**src/rtl/boolfn_pkg.sv**
```systemverilog
// rtl/boolfn_pkg.sv - shared types, reset mask and minterm decoder for the boolean-function sweeper
package boolfn_pkg;

  localparam int N_MAX     = 8;
  localparam int DEPTH_MAX = 2**N_MAX;

  localparam logic [15:0] DEFAULT_MASK = 16'hD0C4;

  typedef enum logic [1:0] {
    IDLE,
    RUN,
    DONE
  } state_t;

  // Decoded at the widest supported size; narrower users zero-extend their mask to match.
  function automatic logic [DEPTH_MAX-1:0] minterm_dec(input logic [N_MAX-1:0] idx);
    logic [DEPTH_MAX-1:0] dec;
    dec      = '0;
    dec[idx] = 1'b1;
    return dec;
  endfunction

endpackage

```
**src/rtl/boolfn_eval.sv**
```systemverilog
// rtl/boolfn_eval.sv - combinational SoP and PoS evaluation of a truth-table mask at one minterm
module boolfn_eval
  import boolfn_pkg::*;
#(
  parameter int N_IN  = 4,
  parameter int DEPTH = 2**N_IN
) (
  input  logic [DEPTH-1:0] mask,
  input  logic [N_IN-1:0]  idx,
  output logic             sop,
  output logic             pos
);

  logic [DEPTH_MAX-1:0] dec;
  logic [DEPTH_MAX-1:0] mask_ext;

  assign dec      = minterm_dec(N_MAX'(idx));
  assign mask_ext = DEPTH_MAX'(mask);

  // SoP: OR of the selected minterms; PoS: AND of maxterm clauses, each clause false only at its own cleared index.
  assign sop = |(dec & mask_ext);
  assign pos = &(mask_ext | ~dec);

endmodule

```
**src/rtl/boolfn_sweeper.sv**
```systemverilog
// rtl/boolfn_sweeper.sv - sweeps all minterms of a programmable truth table, streaming SoP/PoS beats
// Optional checker against an external combinational block is enabled by defining CHECK_EN.
module boolfn_sweeper
  import boolfn_pkg::*;
#(
  parameter int N_IN  = 4,
  parameter int DEPTH = 2**N_IN
) (
  input  logic             clk,
  input  logic             rst_n,
  input  logic             cfg_we,
  input  logic [DEPTH-1:0] cfg_mask,
  input  logic             start,
  input  logic             loop,
  input  logic             stop,
  output logic             busy,
  output logic             out_valid,
  input  logic             out_ready,
  output logic [N_IN-1:0]  out_idx,
  output logic             out_sop,
  output logic             out_pos,
  output logic [N_IN:0]    ones_cnt,
  output logic             mismatch,
`ifdef CHECK_EN
  input  logic             chk_in,
  output logic [N_IN:0]    err_cnt,
`endif
  output logic             done
);

  localparam logic [DEPTH-1:0] MASK_RST = DEPTH'(DEFAULT_MASK);
  localparam logic [N_IN-1:0]  IDX_LAST = N_IN'(DEPTH - 1);

  state_t           state;
  state_t           state_next;
  logic [DEPTH-1:0] mask_r;
  logic [N_IN-1:0]  idx;
  logic             loop_r;
  logic             stop_r;
  logic             launch;
  logic             accept;
  logic             last;
  logic             wrap;

  assign launch = (state == IDLE) && start;
  assign accept = (state == RUN) && out_ready;
  assign last   = (idx == IDX_LAST);
  // A stop arriving in the same cycle as the final beat still ends the sweep.
  assign wrap   = accept && last && loop_r && !(stop_r || stop);

  always_ff @(posedge clk or negedge rst_n) begin
    if (!rst_n) begin
      state <= IDLE;
    end else begin
      state <= state_next;
    end
  end

  always_comb begin
    state_next = state;
    busy       = 1'b0;
    out_valid  = 1'b0;
    case (state)
      IDLE: begin
        if (start) state_next = RUN;
      end
      RUN: begin
        busy      = 1'b1;
        out_valid = 1'b1;
        if (accept && last && !wrap) state_next = DONE;
      end
      DONE: begin
        state_next = IDLE;
      end
      default: begin
        state_next = IDLE;
      end
    endcase
  end

  always_ff @(posedge clk or negedge rst_n) begin
    if (!rst_n) begin
      mask_r   <= MASK_RST;
      idx      <= '0;
      ones_cnt <= '0;
      mismatch <= 1'b0;
      loop_r   <= 1'b0;
      stop_r   <= 1'b0;
      done     <= 1'b0;
    end else begin
      done <= accept && last;
      if (state == IDLE && cfg_we) mask_r <= cfg_mask;
      if (launch) begin
        idx      <= '0;
        ones_cnt <= '0;
        mismatch <= 1'b0;
        loop_r   <= loop;
        stop_r   <= 1'b0;
      end
      if (state == RUN && stop) stop_r <= 1'b1;
      if (accept) begin
        mismatch <= mismatch | (out_sop ^ out_pos);
        if (wrap) begin
          idx      <= '0;
          ones_cnt <= '0;
        end else begin
          ones_cnt <= ones_cnt + {{N_IN{1'b0}}, out_sop};
          if (!last) idx <= idx + N_IN'(1);
        end
      end
    end
  end

`ifdef CHECK_EN
  localparam logic [N_IN:0] ERR_MAX = (N_IN + 1)'(DEPTH);

  always_ff @(posedge clk or negedge rst_n) begin
    if (!rst_n) begin
      err_cnt <= '0;
    end else if (launch) begin
      err_cnt <= '0;
    end else if (accept && (chk_in != mask_r[idx]) && (err_cnt != ERR_MAX)) begin
      err_cnt <= err_cnt + (N_IN + 1)'(1);
    end
  end
`endif

  assign out_idx = idx;

  boolfn_eval #(
    .N_IN  (N_IN),
    .DEPTH (DEPTH)
  ) u_eval (
    .mask (mask_r),
    .idx  (idx),
    .sop  (out_sop),
    .pos  (out_pos)
  );

endmodule

```
**config.mk**
```make
export PLATFORM = sky130hd
export DESIGN_NAME = boolfn_sweeper
export DESIGN_NICKNAME = d
export VERILOG_FILES = /design/src/rtl/boolfn_pkg.sv /design/src/rtl/boolfn_eval.sv /design/src/rtl/boolfn_sweeper.sv
export SDC_FILE = /design/constraint.sdc
export NUM_CORES = 1
export LEC_CHECK = 0
export ABC_AREA = 1
export BUFFER_PORTS_ARGS = -buffer_cell sky130_fd_sc_hd__buf_2
export CORE_ASPECT_RATIO = 1.1
export CORE_MARGIN = 3
export CORE_UTILIZATION = 35
export DETAILED_ROUTE_END_ITERATION = 10
export PLACE_DENSITY = 0.57
export SLEW_MARGIN = 15
export SYNTH_ARGS = -nofsm -noshare
export SYNTH_HDL_FRONTEND = slang
export SYNTH_SLANG_ARGS = --single-unit
```
**constraint.sdc**
```tcl
create_clock -name clk -period 4.2 [get_ports clk]
set_input_delay 1.05 -clock clk [delete_from_list [all_inputs] [get_ports clk]]
set_output_delay 1.05 -clock clk [all_outputs]
set_load 0.005 [all_outputs]
```
Word level (Yosys, flattened, before mapping)
Cells that the tools add are included.

Input port bits: 23. Register bits after elaboration: 31.

Muxes and demuxes: 16. $add $sub $neg: 2. Bitwise logic cells: 5. Eq/ne operators: 4. Magnitude comparators: 2. Reduce and logical (&&, ||, !) cells: 18.

Operators with widths (count): 16-bit inverter with 256-bit output (1); 16-bit by 256-bit bitwise OR with 256-bit output (1); 256-bit AND reduction (1); 256-bit OR reduction (1); 16-bit AND (1); 4-bit 2-to-1 mux (4); 5-bit 2-to-1 mux (3); 1-bit logical AND (9); 4-bit by 9-bit less-than comparator with 1-bit output (second input constant) (1); 5-bit by 1-bit adder with 5-bit output (1); 1-bit 2-to-1 mux (5); 4-bit by 1-bit adder with 4-bit output (second input constant) (1); 1-bit demux with 4-bit select (1); 4-bit == test (second input constant) (1); 4-bit by 1-bit >= comparator with 1-bit output (second input constant) (1); 2-bit 2-to-1 mux (2); 2-bit one-hot mux with 2 select lines (1); 2-bit nonzero test (2); 2-bit by 1-bit == test with 1-bit output (second input constant) (1); 1-bit logical NOT (2); 2-bit logical NOT (1); 2-bit by 1-bit != test with 1-bit output (second input constant) (1); 2-bit != test (second input constant) (1); 2-bit AND reduction (1); 3 further kinds (3).

Longest topological paths before layout
Gate-level depths: netlist of the first run.

Word-level depth: 10. Gate-level depth with buffers: 14.

Modules after synthesis
A second synthesis of the first run with hierarchy kept.

Cells, all modules: 223. Area, all modules: 1715.4 um^2.

Modules (own cells, without submodules): boolfn_sweeper (instances 1, area each 1463.9 um^2, cells an instance 170, sequential area each 783.3 um^2); boolfn_eval (instances 1, area each 251.5 um^2, cells an instance 53, sequential area each 0.0 um^2).

Worst setup path after synthesis of the first run
OpenSTA, ideal clock, no wires.

Path kind: register to output. From: register idx[0], in the netlist out_idx[0]. To: output port out_sop. Slack: 1.811 ns. Arrival time: 1.339 ns. Cell stages (with the launch flop): 10. Required time: 3.150 ns. Buffers on the path: 1. Cells stage by stage: dfrtp_1 inv_1 ha_1 clkbuf_1 nand3_1 nor2_1 nor2_1 nand2_1 nor2_1 nand2_1.

Longest elaborated chain between the ends: 6.

RTL lines: start: declaration (RTL line boolfn_sweeper.sv:37) `logic [N_IN-1:0] idx;`; start signal: assignment (RTL line boolfn_sweeper.sv:108) `if (!last) idx <= idx + N_IN'(1);`; 4-bit by 9-bit less-than comparator with 1-bit output (implied by the code) / 4-bit by 1-bit >= comparator with 1-bit output (equally long branches) (RTL line boolfn_pkg.sv:19) `dec[idx] = 1'b1;`; 1-bit logical AND (implied by the code) (RTL line boolfn_pkg.sv:19); 1-bit 2-to-1 mux (implied by the code) (RTL line boolfn_pkg.sv:19); 1-bit demux with 4-bit select (*); 16-bit AND (*) (RTL line boolfn_eval.sv:21) `assign sop = |(dec & mask_ext);`; 256-bit OR reduction (*) (RTL line boolfn_eval.sv:21); end: declaration (RTL line boolfn_sweeper.sv:20) `output logic out_sop,`.

Mark *: on every way between the ends. The rest lies on a longest branch, timed or not.

Worst setup path in the final report of the first run
From: register idx[2], in the netlist out_idx[2]. To: output port out_pos.

Longest elaborated chain between the ends: 7.

RTL lines: 4-bit by 9-bit less-than comparator with 1-bit output (implied by the code) / 4-bit by 1-bit >= comparator with 1-bit output (equally long branches) (RTL line boolfn_pkg.sv:19); 1-bit logical AND (implied by the code) (RTL line boolfn_pkg.sv:19); 1-bit 2-to-1 mux (implied by the code) (RTL line boolfn_pkg.sv:19); 1-bit demux with 4-bit select (*); 16-bit inverter with 256-bit output (*) (RTL line boolfn_eval.sv:22) `assign pos = &(mask_ext | ~dec);`; 16-bit by 256-bit bitwise OR with 256-bit output (*) (RTL line boolfn_eval.sv:22); 256-bit AND reduction (*) (RTL line boolfn_eval.sv:22); end: declaration (RTL line boolfn_sweeper.sv:21) `output logic out_pos,`.

Marked as above.

==> impl_metrics.ini, run 1 <==
[yosys]
ys_warn_count = 0
synth-compound-area-share_pct = 7.25
synth_area_per_cell_um2 = 7.22
yosys.area_share.adder_pct = 3.96
synth_common_cells = 47 x nand2_1, 43 x nor2_1, 32 x inv_1, 30 x nand3_1, 25 x dfrtp_1
synthesis.instances = 263
seq_area_frac_synth_pct = 41.3
muxShareOfSynthArea_pct = 1.78
synth_top_cell_area_share_pct = 33.0
synth_top_family_by_area = simple AND/OR/NAND/NOR gates
post-synth-top-count-cell = nand2_1
synth_largest_area_cell = dfrtp_1
synthArstFlopShare_pct = 100
synth_flop_cell = dfrtp_1
synth-xor-area-share_pct = 1.38
ys_types = 25
synth-simple-area-share_pct = 33.4
synth-edff-count = 0
syn_nets = 292
ys_ff_latch = 31
syn_area_um2 = 1900
synthTopCellsByArea = dfrtp_1 33%, nand2_1 9.3%, nor2_1 8.5%

[global_routing]
grt_pass1_wl_mm = 7.87
grt_usage_pct = 15.2
met1_usage_pct = 18.8
busiest_layer = met2
grt_max_degree = 32
overflow = 0
use_met3_pct = 4.01
antenna_found_initial = 0
grt_pass1_vias = 1762
use_met2_pct = 25.2

[route]
firstDrtPassIters = 4
drc = 0
finalWirelength_mm = 4.49
via_per_inst = 4.69
drt_iter0_markers = 73
wl_per_cell_um = 12.2
ant_nets = 0
num_vias = 1732

[clocking]
ctsRootBufferMaster = clkbuf_8
insertion_delay_ps = 280
cts_buffer_depth = 2
cts_buffers = 5
cts_hold_buf = 0
clkTransAtPathRegs_ps = 70
cts.repair.resized = 0
cts_tree = yes
h-tree-depth = 2
post_cts_buffers = 0
clock-sinks = 31

[timing]
slew_headroom_pct = 53.7
final-setup-viol-count = 0
rsz0062_at_grt = no
period_needed_ps = 3020
fin_skew_ps = 5.05
fmax_mhz = 331
slew_viol_final = 0
hold_viol = 0
tightest_slew_ps = 695
setup_tns_ps = 0
min_period_over_period_pct = 72.0
setup_ws_ps = 1180

[layout]
drive_above_1_share_pct = 21.2
seq_area_um2 = 783
fin_cells = 369
fillers = 579
syn_to_final_growth_pct = 16.1
multi_input_area_um2 = 906
antenna_cells = 0
fin_util_pct = 42.9
final_nets = 325

[critical_path]
arrival_ps = 1970
path_class = reg -> out
reg2reg_from = out_idx[2]$_DFF_PN0_
startpoint_type = register
reg2reg_depth = 13
required_ps = 3150
worstPathMaxFanout = 21
endpoint_kind = output port
ff2ff_setup_slack_ps = 1880
rr_endpoint = ones_cnt[4]$_DFFE_PN0P_

[die]
die_x_um = 76.2
rows = 27
floorplan.initialDensity_pct = 37.0
die_area_um2 = 6340
core_um2 = 5130
io_pins = 38
dieHeight_um = 83.2

[hold_path]
min_from = mask_r[2]$_DFFE_PN1P_
min_path_cells = 2
hp-class = reg -> reg
hold_end = mask_r[2]$_DFFE_PN1P_

[flow_run]
drv_cap = 0

[placement]
numPortBuffers = 37
post-place-ws_ps = 1490
gp_congestion = 0.865
post-place-cells = 361
hpwl_mm = 3.37

[pwr]
total_leakage_power_uw = 0.00119
powerDensity_nw_per_um2 = 695
vdd_drop_max_mv = 0.305

[run_status]
status = finished clean
[final cells by class]
cell class,instances,share of cell area [%]
Sequential cell,31,35.5
Inverter,39,6.64
Clock buffer,6,3.29
Tap cell,72,4.09
Timing Repair Buffer,38,8.75
Multi-Input combinational cell,181,41.1
Clock inverter,2,0.568
[cells by family after synthesis]
| family | count (synthesis) |
|---|---|
| buffers and inverters | 51 |
| AOI/OAI and AO/OA | 26 |
| and+or+nand+nor | 143 |
| DFF | 31 |
| adders and majority gates | 6 |
| muxes | 3 |
| xor gates and xnor gates | 3 |
[critical path, cell delays in order (launching register included)]
cell and delay [ps]:
dfrtp_1 780, nand2_1 220, nor2_2 210, nand2_1 70, nand2_1 100, nor2_1 60
nand2_1 60, nor2_1 60, buf_2 120
[sequential cells by signal, indices dropped and copies added, names as in the netlist]
name      count
mask_r       16
state         2
mismatch      1
loop_r        1
stop_r        1
out_idx       4
done          1
ones_cnt      5
[per-layer routing]
metal / share of wire [%] / routed length (um)
met1: 46 / 2080
met5: 0 / 0
met3: 4.5 / 203
met2: 47 / 2120
met4: 2.0 / 91
[worst max path at each step]
stage | start | slack, ps | endpoint
floorplan | out_idx[0]$_DFF_PN0_ | 1810 | out_sop
global placement | out_idx[0]$_DFF_PN0_ | 1520 | out_pos
detailed placement | out_idx[2]$_DFF_PN0_ | 1490 | out_pos
CTS | out_idx[0]$_DFF_PN0_ | 1170 | out_pos
global route | out_idx[2]$_DFF_PN0_ | 990 | out_pos
finish | out_idx[2]$_DFF_PN0_ | 1180 | out_pos
[report_power, final]
group | switching [uW] | internal (uW) | total, uW
combinational | 435 | 284 | 719
clock | 115 | 116 | 231
sequential | 132 | 450 | 582
[per-stage QoR]
step / total power (uW) / instance area (um^2) / hold slack, ps
global route: 1700 / 2200 / 515
finish: 1530 / 2200 / 491
global placement: 1310 / 2120 / 478
CTS: 1550 / 2200 / 491
floorplan: 1100 / 1900 / 461
detailed placement: 1320 / 2120 / 467
[cells in the final DEF, fill, tap and decap left out, drive strengths merged, types with 2 or more instances in the layout]
cell type / instances
nor3: 2
a21oi: 17
o21ai: 6
nor2: 47
xor2: 2
nand3b: 3
dfstp: 6
inv: 37
clkinv: 3
clkbuf: 6
ha: 6
dfrtp: 25
nand3: 30
mux2: 3
nand4: 14
buf: 38
nand2: 47
Note: power is estimated with default switching activity, not from simulation.
==> run 2: changes to the inputs <==
ABC_AREA = 0   (was 1)
PLACE_DENSITY = 0.58   (was 0.57)
clock period = 2.9 ns   (was 4.2 ns; I/O delays follow)
==> run 2 against run 1 <==
Compared with the run above: clock-buffer cell count is the same; die area shrank 9.8%; sequential power grew 52%; combinational power grew 42%; area after synthesis shrank 11%; first-iteration DRC count shrank 1.4%; synthesized cell count shrank 41%; clock skew is essentially flat; via count shrank 23%; critical path type unchanged; largest power group unchanged.
==> impl_metrics.ini, run 2 <==
[global_routing]
grt_max_degree = 32
grt_usage_pct = 14.5
grt_pass1_vias = 1406
antenna_found_initial = 0
grt_pass1_wl_mm = 6.48
overflow = 0

[layout]
fillers = 439
multi_input_area_um2 = 826
antenna_cells = 0
final_cell_mix = 37 x buf_2, 25 x dfrtp_1, 16 x mux2_2
seq_area_um2 = 783
final_nets = 221
drive_above_1_share_pct = 42.0
final_common_cell = buf_2
fin_cells = 247
largest_reg_flops = 16
top_register = mask_r
syn_to_final_growth_pct = 18.6

[yosys]
synth_largest_area_cell = dfrtp_1
synth_area_per_cell_um2 = 11.0
synth-edff-count = 0
synthTopCellsByArea = dfrtp_1 37%, mux2_2 11%, dfstp_2 9.3%
synth_flop_cell = dfrtp_1
synth_top_cell_area_share_pct = 36.8
synthesis.instances = 155
synth_common_cells = 25 x dfrtp_1, 16 x mux2_2, 14 x nand2_1, 11 x nor2_1, 7 x a21oi_1
ys_types = 42
post-synth-top-count-cell = dfrtp_1
ys_ff_latch = 31
syn_nets = 184
seq_area_frac_synth_pct = 46.1
syn_area_um2 = 1700
ys_warn_count = 0
synthArstFlopShare_pct = 100

[clocking]
clock-sinks = 31
h-tree-depth = 2
clkTransAtPathRegs_ps = 70
cts_hold_buf = 0
cts_buffer_depth = 2
cts.repair.resized = 0
cts_tree = yes
cts_buffers = 5
post_cts_buffers = 0
ctsRootBufferMaster = clkbuf_8
insertion_delay_ps = 280

[placement]
hpwl_mm = 2.88
numPortBuffers = 37
gp_congestion = 0.916
post-place-ws_ps = 475
post-place-cells = 239

[die]
rows = 25
io_pins = 38
die_x_um = 72.4
die_area_um2 = 5720
core_um2 = 4470
floorplan.initialDensity_pct = 38.0
dieHeight_um = 79.1

[route]
num_vias = 1328
firstDrtPassIters = 5
drc = 0
finalWirelength_mm = 3.85
via_per_inst = 5.38
drt_iter0_markers = 72
ant_nets = 0
wl_per_cell_um = 15.6

[critical_path]
startpoint_type = register
worstPathMaxFanout = 9
arrival_ps = 2000
path_class = reg -> out
endpoint_kind = output port
required_ps = 2170

[pwr]
vdd_drop_max_mv = 0.473
powerDensity_nw_per_um2 = 1160
total_leakage_power_uw = 0.000908

[run_status]
status = finished clean

[timing]
min_period_over_period_pct = 93.8
rsz0062_at_grt = no
setup_tns_ps = 0
period_needed_ps = 2720
slew_viol_final = 0
slew_headroom_pct = 49.6
tightest_slew_ps = 755
fin_skew_ps = 4.70
final-setup-viol-count = 0
fmax_mhz = 368
hold_viol = 0
setup_ws_ps = 180

[flow_run]
drv_cap = 0

[hold_path]
hp-class = in -> async
run 2: final timing paths:
kind | from | slack (ps) | end | cells past startpoint
worst max-delay path | out_idx[0]$_DFF_PN0_ | 180 | out_sop | 6
min in group clk | mismatch$_DFFE_PN0P_ | 500 | mismatch$_DFFE_PN0P_ | 2
max in group asynchronous | rst_n | 1970 | mask_r[0]$_DFFE_PN0P_ | 1
worst min-delay path | rst_n | 480 | out_idx[1]$_DFF_PN0_ | 1
worst min register to register | mismatch$_DFFE_PN0P_ | 500 | mismatch$_DFFE_PN0P_ | 2
worst max register to register | out_idx[0]$_DFF_PN0_ | 450 | ones_cnt[4]$_DFFE_PN0P_ | 10
run 2: layout make-up:
type / instances / share of cell area (%)
Multi-Input combinational cell: 108 / 41.0
Sequential cell: 31 / 38.9
Timing Repair Buffer: 37 / 9.20
Clock buffer: 6 / 4.10
Tap cell: 54 / 3.36
Clock inverter: 2 / 1.74
Inverter: 9 / 1.68
run 2: logic make-up after synthesis:
logic type                 synth area share (%)
muxes                                      11.8
adders and majority gates                  4.42
buffers and inverters                      5.23
AOI/OAI and AO/OA                          20.5
DFF                                        46.1
and+or+nand+nor                            10.9
xor gates and xnor gates                   1.03
run 2: worst max-delay path, stage by stage, from the launching register on:
cell and delay [ps]:
dfrtp_1 440, ha_1 370, a221oi_2 290, a21oi_1 90
o211ai_2 200, o211ai_2 150, buf_2 170
run 2: metal layers:
layer	vias to the layer above	routed length [um]	track usage [%]
met4	0	80	4.80
met2	52	1780	23.5
met3	9	281	4.68
met1	627	1710	18.1
li1	640	-	-
met5	-	0	0
run 2: power breakdown:
| part | switching [uW] | internal, uW |
|---|---|---|
| Combinational | 507 | 514 |
| Clock | 158 | 278 |
| Sequential | 237 | 650 |
| Total | 902 | 1440 |
run 2: metrics by stage:
step / hold WS [ps] / total power [uW] / util, % / instance area [um^2]
4_1_cts: 501 / 2370 / 45.0 / 2010
2_1_floorplan: 429 / 1630 / - / 1700
5_1_grt: 529 / 2540 / 45.0 / 2010
3_5_place_dp: 475 / 1920 / 42.4 / 1900
6_report: 480 / 2340 / 45.0 / 2010
3_3_place_gp: 490 / 1880 / 42.4 / 1900
